**src/rtl/async_fifo_wr_ctrl.sv**
```systemverilog
// Write-side pointer and flag controller for a dual-clock FIFO (write clock domain only).
// Optional sticky overflow flag with synchronous clear is enabled by WR_OVERFLOW_FLAG_EN.
module async_fifo_wr_ctrl #(
    parameter int unsigned PTR_WIDTH = 5,
    parameter int unsigned AF_THRESH = 28
) (
    input  logic                 clk,
    input  logic                 rst_n,
    input  logic                 wr_en,
    input  logic [PTR_WIDTH:0]   rq2_wgray_rptr,
`ifdef WR_OVERFLOW_FLAG_EN
    input  logic                 ovf_clr,
    output logic                 wr_overflow,
`endif
    output logic                 wr_accept,
    output logic [PTR_WIDTH-1:0] waddr,
    output logic [PTR_WIDTH:0]   wptr_gray,
    output logic                 full,
    output logic                 almost_full,
    output logic [PTR_WIDTH:0]   wr_level
);

    localparam logic [PTR_WIDTH:0] AfThresh = AF_THRESH[PTR_WIDTH:0];
    // Full when the write pointer is one lap ahead: top two Gray bits inverted, rest equal.
    localparam logic [PTR_WIDTH:0] FullMask = {2'b11, {(PTR_WIDTH - 1){1'b0}}};

    logic [PTR_WIDTH:0] wbin_q, wbin_d;
    logic [PTR_WIDTH:0] wgray_q, wgray_d;
    logic [PTR_WIDTH:0] level_q, level_d;
    logic               full_q, full_d;
    logic               almost_full_q, almost_full_d;
    logic [PTR_WIDTH:0] rbin_sync;

    assign wr_accept = wr_en & ~full_q;

    always_comb begin
        rbin_sync = '0;
        rbin_sync[PTR_WIDTH] = rq2_wgray_rptr[PTR_WIDTH];
        for (int i = PTR_WIDTH - 1; i >= 0; i--) begin
            rbin_sync[i] = rbin_sync[i+1] ^ rq2_wgray_rptr[i];
        end
    end

    always_comb begin
        wbin_d        = wbin_q + {{PTR_WIDTH{1'b0}}, wr_accept};
        wgray_d       = wbin_d ^ (wbin_d >> 1);
        level_d       = wbin_d - rbin_sync;
        full_d        = (wgray_d == (rq2_wgray_rptr ^ FullMask));
        almost_full_d = (level_d >= AfThresh);
    end

    always_ff @(posedge clk or negedge rst_n) begin
        if (!rst_n) begin
            wbin_q        <= '0;
            wgray_q       <= '0;
            level_q       <= '0;
            full_q        <= 1'b0;
            almost_full_q <= 1'b0;
        end else begin
            wbin_q        <= wbin_d;
            wgray_q       <= wgray_d;
            level_q       <= level_d;
            full_q        <= full_d;
            almost_full_q <= almost_full_d;
        end
    end

    assign waddr       = wbin_q[PTR_WIDTH-1:0];
    assign wptr_gray   = wgray_q;
    assign full        = full_q;
    assign almost_full = almost_full_q;
    assign wr_level    = level_q;

`ifdef WR_OVERFLOW_FLAG_EN
    logic overflow_q, overflow_d;

    // Set has priority over clear so a dropped write is never lost to a coincident clear.
    always_comb begin
        overflow_d = overflow_q;
        if (wr_en && full_q) begin
            overflow_d = 1'b1;
        end else if (ovf_clr) begin
            overflow_d = 1'b0;
        end
    end

    always_ff @(posedge clk or negedge rst_n) begin
        if (!rst_n) begin
            overflow_q <= 1'b0;
        end else begin
            overflow_q <= overflow_d;
        end
    end

    assign wr_overflow = overflow_q;
`endif

endmodule

```
**config.mk**
```make
export PLATFORM = sky130hd
export DESIGN_NAME = async_fifo_wr_ctrl
export DESIGN_NICKNAME = d
export VERILOG_FILES = /design/src/rtl/async_fifo_wr_ctrl.sv
export SDC_FILE = /design/constraint.sdc
export NUM_CORES = 1
export LEC_CHECK = 0
export CAP_MARGIN = 20
export CORE_MARGIN = 10
export CORE_UTILIZATION = 49
export CTS_CLUSTER_SIZE = 16
export DETAILED_ROUTE_END_ITERATION = 8
export PLACE_DENSITY = 0.82
export SETUP_SLACK_MARGIN = 0.2
export SLEW_MARGIN = 20
export SYNTH_ARGS = -nofsm -noshare
export SYNTH_HDL_FRONTEND = slang
export SYNTH_SLANG_ARGS = --single-unit
```
**constraint.sdc**
```tcl
create_clock -name clk -period 3.44 [get_ports clk]
set_input_delay 0.688 -clock clk [delete_from_list [all_inputs] [get_ports clk]]
set_output_delay 0.688 -clock clk [all_outputs]
set_load 0.02 [all_outputs]
```
# ---- After elaboration in Yosys (flattened, before gate mapping)
# Index checks and enable logic that the tools add are counted.
dict set report totals {
  ff_bits 20
  in_bits 9
  out_inout_bits 20
  wordCells 18
}
dict set report op_classes {
  addsub 2
  order_cmp 1
  n_eq_ne 1
  bitwise_logic 9
}
# operator count
set ops {}
lappend ops {{$add A6 B1 Y6} 1}
lappend ops {{$eq A6 B6 Y1} 1}
lappend ops {{$ge A6 B5 Y1 const B} 1}
lappend ops {{$sub A6 B6 Y6} 1}
lappend ops {{$xor A6 B5 Y6} 1}
lappend ops {{$xor A1 B1 Y1} 5}
lappend ops {{$not A2 Y2} 1}
lappend ops {{$and A1 B1 Y1} 1}
lappend ops {{$not A1 Y1} 1}

# ---- Depth between registers and ports, before layout
# Gate-level depths: netlist of the first run.
dict set report depth {
  word_depth 7
  ltp_mapped 12
  mapped_depth_nobuf 12
}

# ---- Least setup slack after synthesis of the first run
# Ideal clock, no wire load.
dict set report synth_path {
  path_kind {input -> register}
  start {input port wr_en}
  end {register almost_full_q (netlist: almost_full)}
  setup_ps 124
  arrival_time_ps 3115
  required_ps 3316
  path_slack_ps 201
  stages 11
  n_path_buf 1
  cell_sequence {nor2b_1 -> ha_1 -> ha_1 -> xor2_2 -> ha_1 -> clkbuf_2 -> nor2b_1 -> o21ai_0 -> nor2b_1 -> o2bb2ai_1 -> a211o_1}
}
dict set report synth_via {
  elab_chain_len 4
}
# element line_no
set synth_rtl {}
lappend synth_rtl {{start, declared} 9} ;# input logic wr_en,
lappend synth_rtl {{$and A1 B1 Y1} 34} ;# assign wr_accept = wr_en & ~full_q;
lappend synth_rtl {{$add A6 B1 Y6} 45} ;# wbin_d = wbin_q + {{PTR_WIDTH{1'b0}}, wr_accept};
lappend synth_rtl {{via wbin_d[2]} 27} ;# logic [PTR_WIDTH:0] wbin_q, wbin_d;
lappend synth_rtl {{$sub A6 B6 Y6} 47} ;# level_d = wbin_d - rbin_sync;
lappend synth_rtl {{$ge A6 B5 Y1} 49} ;# almost_full_d = (level_d >= AfThresh);
lappend synth_rtl {{via almost_full_d} 31} ;# logic almost_full_q, almost_full_d;
lappend synth_rtl {{end signal, assigned} 64} ;# almost_full_q <= almost_full_d;
lappend synth_rtl {{end, declared} 31}
# The timed path passes the listed nets, and every way through them passes these cells.

# ---- Worst setup path after layout of the first run
dict set report layout_path {
  start {input port rq2_wgray_rptr[5]}
  end {register almost_full_q (netlist: almost_full)}
}
dict set report layout_via {
  elab_chain_len 7
}
# element line_no
set layout_rtl {}
lappend layout_rtl {{start, declared} 10} ;# input logic [PTR_WIDTH:0] rq2_wgray_rptr,
lappend layout_rtl {{$xor A1 B1 Y1 * (3 in a row)} 40} ;# rbin_sync[i] = rbin_sync[i+1] ^ rq2_wgray_rptr[i];
lappend layout_rtl {{$xor A1 B1 Y1 (2 in a row)} 40}
lappend layout_rtl {{$sub A6 B6 Y6 *} 47}
lappend layout_rtl {{via level_d[2]} 29} ;# logic [PTR_WIDTH:0] level_q, level_d;
lappend layout_rtl {{$ge A6 B5 Y1 *} 49}
lappend layout_rtl {{via almost_full_d} 31}
# Mark *: on every way through the listed nets, which the timed path passes. The rest lies on a longest branch.

==> results of run 1 <==
-- final cells by class --
cell class / count / area [sq um]
multi-input combinational: 74 / 740.7
fill: 161 / 556.8
tap: 28 / 35.03
sequential: 19 / 475.5
inverter: 10 / 37.54
clock buffer: 3 / 22.52
clock inverter: 1 / 7.507
timing repair buffer: 45 / 400.4
-- flip-flops by register name (all words and copies together), names as in the netlist --
name / flops
wr_level: 6
full: 1
wbin_q: 6
wptr_gray: 5
almost_full: 1
-- cells by family (layout without fill, tap and decap cells) --
group | after synthesis | count (layout) | synth area share [%]
compound gates | 18 | 18 | 10.42
simple gates | 20 | 20 | 10.31
flops | 19 | 19 | 39.58
mux | 1 | 1 | 0.8334
buf+inv | 13 | 59 | 4.375
xor+xnor | 27 | 27 | 25.52
fa+ha+maj | 8 | 8 | 8.958
-- layer usage --
metal / up-vias / global-route usage [%]
met5: - / 0
met4: 0 / 2.439
met3: 2 / 3.424
met2: 19 / 20.26
met1: 459 / 13.89
li1: 449 / -
-- timing repair --
item | CTS | global route
setup endpoints to repair | 2 | 2
buffers inserted | 2 | 3
pin swaps | 5 | 12
gates resized for setup | 6 | 16
-- path summary, 6_finish.rpt --
kind	start	endpoint	slack (ns)	cells after the start
worst max-delay path	rq2_wgray_rptr[5]	almost_full	0.36	13
worst min-delay path	wbin_q[5]	wbin_q[5]	0.64	1
worst max register to register	full	almost_full	0.88	11
worst min register to register	wbin_q[5]	wbin_q[5]	0.64	1
max in group asynchronous	rst_n	wbin_q[4]	2.04	1
min in group asynchronous	rst_n	wptr_gray[2]	0.87	1
-- power groups by stage --
stage | registers [W] | clock network [W] | logic, W
after CTS | 0.000433 | 0.000116 | 0.00143
after detailed placement | 0.000438 | 0 | 0.00140
after floorplan | 0.000551 | 0 | 0.000765
final | 0.000436 | 0.000114 | 0.00160
after global routing | 0.000453 | 0.000128 | 0.00174
after global placement | 0.000432 | 0 | 0.00135
-- critical path: cells and delay by family --
kind	cells	cell delay [ns]
adder cells (fa/ha/maj)	2	0.61
XOR/XNOR	6	1.19
AO/OA/AOI/OAI	3	0.45
buffers and inverters	1	0.11
AND/OR/NAND/NOR	1	0.21
-- cells in the final DEF (no fill, tap or decap), types with 2 or more instances in the layout --
cell type,n
clkdlybuf4s50_1,25
dfrtp_1,19
buf_4,16
xnor2_1,12
inv_1,10
xor2_1,6
ha_1,5
xor2_2,4
a21oi_1,4
xnor2_2,3
nor2b_1,3
clkbuf_4,3
nand2_1,2
nand3_1,2
a21o_1,2
or3_1,2
ha_2,2
clkbuf_2,2
-- stage by stage --
step	area (sq um)	total power, W	utilization, %	TNS, ns	cells
after floorplan	1201	0.001316	-	0	106
after global placement	1592	0.001781	69.93	-0.4014	171
after detailed placement	1592	0.001842	69.93	-0.6284	171
after CTS	1642	0.001982	72.13	0	177
after global routing	1719	0.002322	75.54	0	180
final	1719	0.002150	75.54	0	180
==> flow_summary.yaml, run 1 <==
power_and_ir_drop:
  swShare_pct: 43.23
  p_switching_w: 0.0009295
  seqPwrFrac_pct: 20.3
  pwr_density_cell_mw_per_mm2: 1251
  p_int_w: 0.001220
  clockPowerShare_pct: 5.3
  ir_drop_v: 0.0009401
  pwr-share-comb_pct: 74.4
  power.leakage_nw: 0.7874
synthesis:
  synth_most_common_cell: "dfrtp_1"
  synth_cells: 106
  syn-num-nets: 123
  syn-cell-area_sq_mm: 0.001201
  postSynthAreaPerCell_sq_um: 11.33
  synthFlopType: "dfrtp_1"
  synth_top_cell_by_area: "dfrtp_1"
  synth_edf_count: 0
  ys_seq_area_share_pct: 39.58
  async_reset_ff_share_pct: 100.0
  synthTopCellsByArea: "dfrtp_1 (40%), xnor2_1 (10%), ha_1 (7.3%)"
  synth_warnings: 0
  ys_top_cells_by_count: "dfrtp_1 (19), xnor2_1 (14), inv_1 (10), ha_1 (7), xor2_1 (6)"
  synth-seq-cells: 19
  netlist-cell-type-count: 39
  synth_top_area_share_pct: 39.58
sta:
  rsz0062_at_grt: "false"
  layout_min_cycle_time_ns: 3.082
  slew_headroom_pct: 42.71
  fin_skew_ns: 0.001799
  setup_viol: 0
  layout_setup_ws_ns: 0.3580
  hold_viol_final: 0
  fmax_mhz: 324.5
  hold-worst-slack_ns: 0.6430
  tightest_slew_ns: 0.8567
  slew_viol_final: 0
  fin_crit_sh_pct: 89.59
global_routing:
  overflow: 0
  grt_max_degree: 20
  grt_pass1_wl_mm: 4.899
  antenna_found_initial: 0
  grt_pass1_vias: 1004
  grt.total_usage_pct: 11.73
floorplan:
  std_cell_rows: 17
  core_area_sq_mm: 0.002276
  dieArea_sq_mm: 0.004832
  die_w_um: 69.51
  ios: 29
  die_h_um: 69.51
  initial_core_util_pct: 52.78
route:
  dr.pass1.iters: 4
  wl_met1_mm: 1.203
  drt_iter0_markers: 30
  post-route-drc-count: 0
  vias: 929
  wl_per_cell_um: 15.82
  met2_length_mm: 1.484
  dr.max_layer_used: "met4"
  routed-wl-met3_um: 141
  wl_mm: 2.848
  vias_per_cell: 5.161
  antenna_left: 0
clocking:
  clkLatencyLatePin_ns: 0.29
  path_clk_slew_ns: 0.11
  cts_sinks: 19
  cts_root_buffer: "clkbuf_4"
  cts_tree: "done"
  cts-buffers-inserted: 3
  htreeDepth: 1
  ctsHoldBuffers: 0
  cts_max_path_buffers: 2
worst_hold_path:
  hold_class: "register to register"
cells_and_area:
  final_nets: 170
  syn2layout_area_growth_pct: 43.13
  antenna_cells: 0
  drive_above_1_share_pct: 26.32
flow_run:
  drv_cap: 0
placed_design:
  gp_congestion: 0.7636
  io_buffers: 28
  post-place-ws_ns: -0.3693
  post-dp-hpwl_mm: 2.174
worst_setup_path:
  critical_path.slowest_cell: "fa_2"
  cp_max_fo: 2
  worstSetupStartpointType: "primary input"
  crit_arrival_ns: 3.27
  slowest_delay_ns: 0.40
  required_ns: 3.62
  end_kind: "register"
  cpMostUsedCell: "xor2_2"
  setup.worst_path.class: "primary input to register"
  worstPathCellList: "clkbuf_2 -> xnor2_2 -> xor2_2 -> xor2_2 -> xor2_2 -> xnor2_1 -> ha_2 -> fa_2 -> xnor2_2 -> a31oi_1 -> and3_4 -> o2bb2ai_2 -> a211o_1"
run_status:
  status: "finished, final reports clean"
No activity file was read; power rests on OpenSTA's default activity.
==> run 2: changes to the inputs <==
--- a/config.mk
+++ b/config.mk
@@ -12,6 +12,7 @@
 export DETAILED_ROUTE_END_ITERATION = 8
 export PLACE_DENSITY = 0.82
 export SETUP_SLACK_MARGIN = 0.2
+export SKIP_CTS_REPAIR_TIMING = 1
 export SLEW_MARGIN = 20
 export SYNTH_ARGS = -nofsm -noshare
 export SYNTH_HDL_FRONTEND = slang
==> run 2 against run 1 <==
Against the previous run: wire length is 2.5% lower; core utilization is 0.77 points lower; global-route usage is 0.15 points lower; count of clock-buffer cells in the layout stayed put; register-to-register slack worse by 0.04 ns; combinational power is 5% lower.
==> flow_summary.yaml, run 2 (synthesis gave the netlist of run 1 again) <==
clocking:
  path_clk_slew_ns: 0.12
  cts-buffers-inserted: 3
  clkLatencyLatePin_ns: 0.30
  cts_max_path_buffers: 2
  cts_sinks: 19
  cts_tree: "done"
  htreeDepth: 1
  cts_root_buffer: "clkbuf_4"
worst_setup_path:
  critPathTopFamily: "XOR/XNOR gates"
  worstSetupStartpointType: "primary input"
  rrSetupSlack_ns: 0.84
  crit_arrival_ns: 3.27
  end_kind: "register"
  worstPathCellList: "dlymetal6s2s_1 -> xnor2_2 -> xor2_2 -> xor2_2 -> xor2_2 -> xnor2_1 -> ha_2 -> fa_2 -> xnor2_1 -> a31oi_1 -> and3_4 -> o32ai_1 -> a211o_1"
  required_ns: 3.64
  r2r-start: "full"
  slowest_delay_ns: 0.38
  cpMostUsedCell: "xor2_2"
  crit_buf_inv: 1
  worst_r2r_path_depth: 11
  cp_max_fo: 2
  path_depth: 13
  critical_path.slowest_cell: "fa_2"
  setup.worst_path.class: "primary input to register"
  timing.rr.end: "almost_full"
sta:
  hold-worst-slack_ns: 0.6346
  fin_skew_ns: 0.003382
  layout_setup_ws_ns: 0.3632
  rsz0062_at_grt: "false"
  hold_viol_final: 0
  layout_min_cycle_time_ns: 3.077
  setup_viol: 0
  slew_headroom_pct: 42.97
  slew_viol_final: 0
  fin_crit_sh_pct: 89.44
  tightest_slew_ns: 0.8528
  fmax_mhz: 325.0
worst_hold_path:
  hold_start: "wbin_q[0]"
  min_to: "wbin_q[0]"
  holdPathStages: 1
  hold_class: "register to register"
global_routing:
  grt_max_degree: 20
  overflow: 0
  grt_pass1_wl_mm: 4.830
  antenna_found_initial: 0
  grt_pass1_vias: 983
  grt.total_usage_pct: 11.58
cells_and_area:
  final_cell_mix: "clkdlybuf4s50_1 (25), dfrtp_1 (19), buf_4 (14)"
  final_common_cell: "clkdlybuf4s50_1"
  final_nets: 168
  final_area_sq_mm: 0.001702
  antenna_cells: 0
  syn2layout_area_growth_pct: 41.67
  drive_above_1_share_pct: 22.67
  fin_util_pct: 74.77
power_and_ir_drop:
  pwr_density_cell_mw_per_mm2: 1217
  power.leakage_nw: 0.7875
  p_total_w: 0.002072
  ir_drop_v: 0.001006
route:
  drt_iter0_markers: 32
  post-route-drc-count: 0
  antenna_left: 0
  vias_per_cell: 5.174
  wl_per_cell_um: 15.60
  wl_mm: 2.777
  dr.pass1.iters: 4
  vias: 921
placed_design:
  io_buffers: 28
  dpl_cell_area_sq_mm: 0.001592
  post-place-ws_ns: -0.3693
  post-dp-hpwl_mm: 2.174
  gp_congestion: 0.7636
floorplan:
  initial_core_util_pct: 52.78
  std_cell_rows: 17
  ios: 29
  die_w_um: 69.51
  core_area_sq_mm: 0.002276
  dieArea_sq_mm: 0.004832
  die_h_um: 69.51
flow_run:
  drv_cap: 0
run_status:
  status: "finished, final reports clean"
run 2: routing by layer:
metal	wire length [um]	share of wire (%)	GRT usage [%]
met1	1220	44	13.56
met2	1404	51	20.26
met3	144	5.2	3.566
met4	8	0.29	1.996
met5	0	0	0
run 2: layout make-up:
type	instances	area [sq um]
clock buffer	3	22.52
clock inverter	1	7.507
fill	164	574.3
inverter	10	37.54
multi-input combinational	74	719.4
sequential	19	475.5
tap	28	35.03
timing repair buffer	43	404.1
run 2: where the power goes:
part           switching (W)  total, W  internal, W
Combinational       0.000742   0.00152     0.000774
Sequential         0.0000869  0.000436     0.000349
Clock              0.0000761  0.000120    0.0000443
Total               0.000904   0.00207      0.00117
run 2: through the flow:
step | TNS (ns) | instances
finish | 0 | 178
global route | 0 | 178
CTS | -0.09367 | 175
detailed placement | -0.6284 | 171
global placement | -0.4014 | 171
floorplan | 0 | 106
run 2: how the worst max path moves through the flow:
stage	start	endpoint	slack (ns)
2_1_floorplan	wr_en	almost_full	0.20
3_3_place_gp	rq2_wgray_rptr[5]	almost_full	-0.25
3_5_place_dp	rq2_wgray_rptr[5]	almost_full	-0.37
4_1_cts	rq2_wgray_rptr[5]	almost_full	-0.09
5_1_grt	rq2_wgray_rptr[4]	almost_full	0.21
6_report	rq2_wgray_rptr[4]	almost_full	0.36
run 2: worst register-to-register path, stage by stage (launching register included):
cell	delay [ns]
dfrtp_1	0.40
nor2b_1	0.16
ha_2	0.23
and2_1	0.19
nand2_1	0.10
xnor2_2	0.18
ha_2	0.42
nand4b_1	0.10
or3_1	0.31
and3_4	0.19
o32ai_1	0.12
a211o_1	0.14
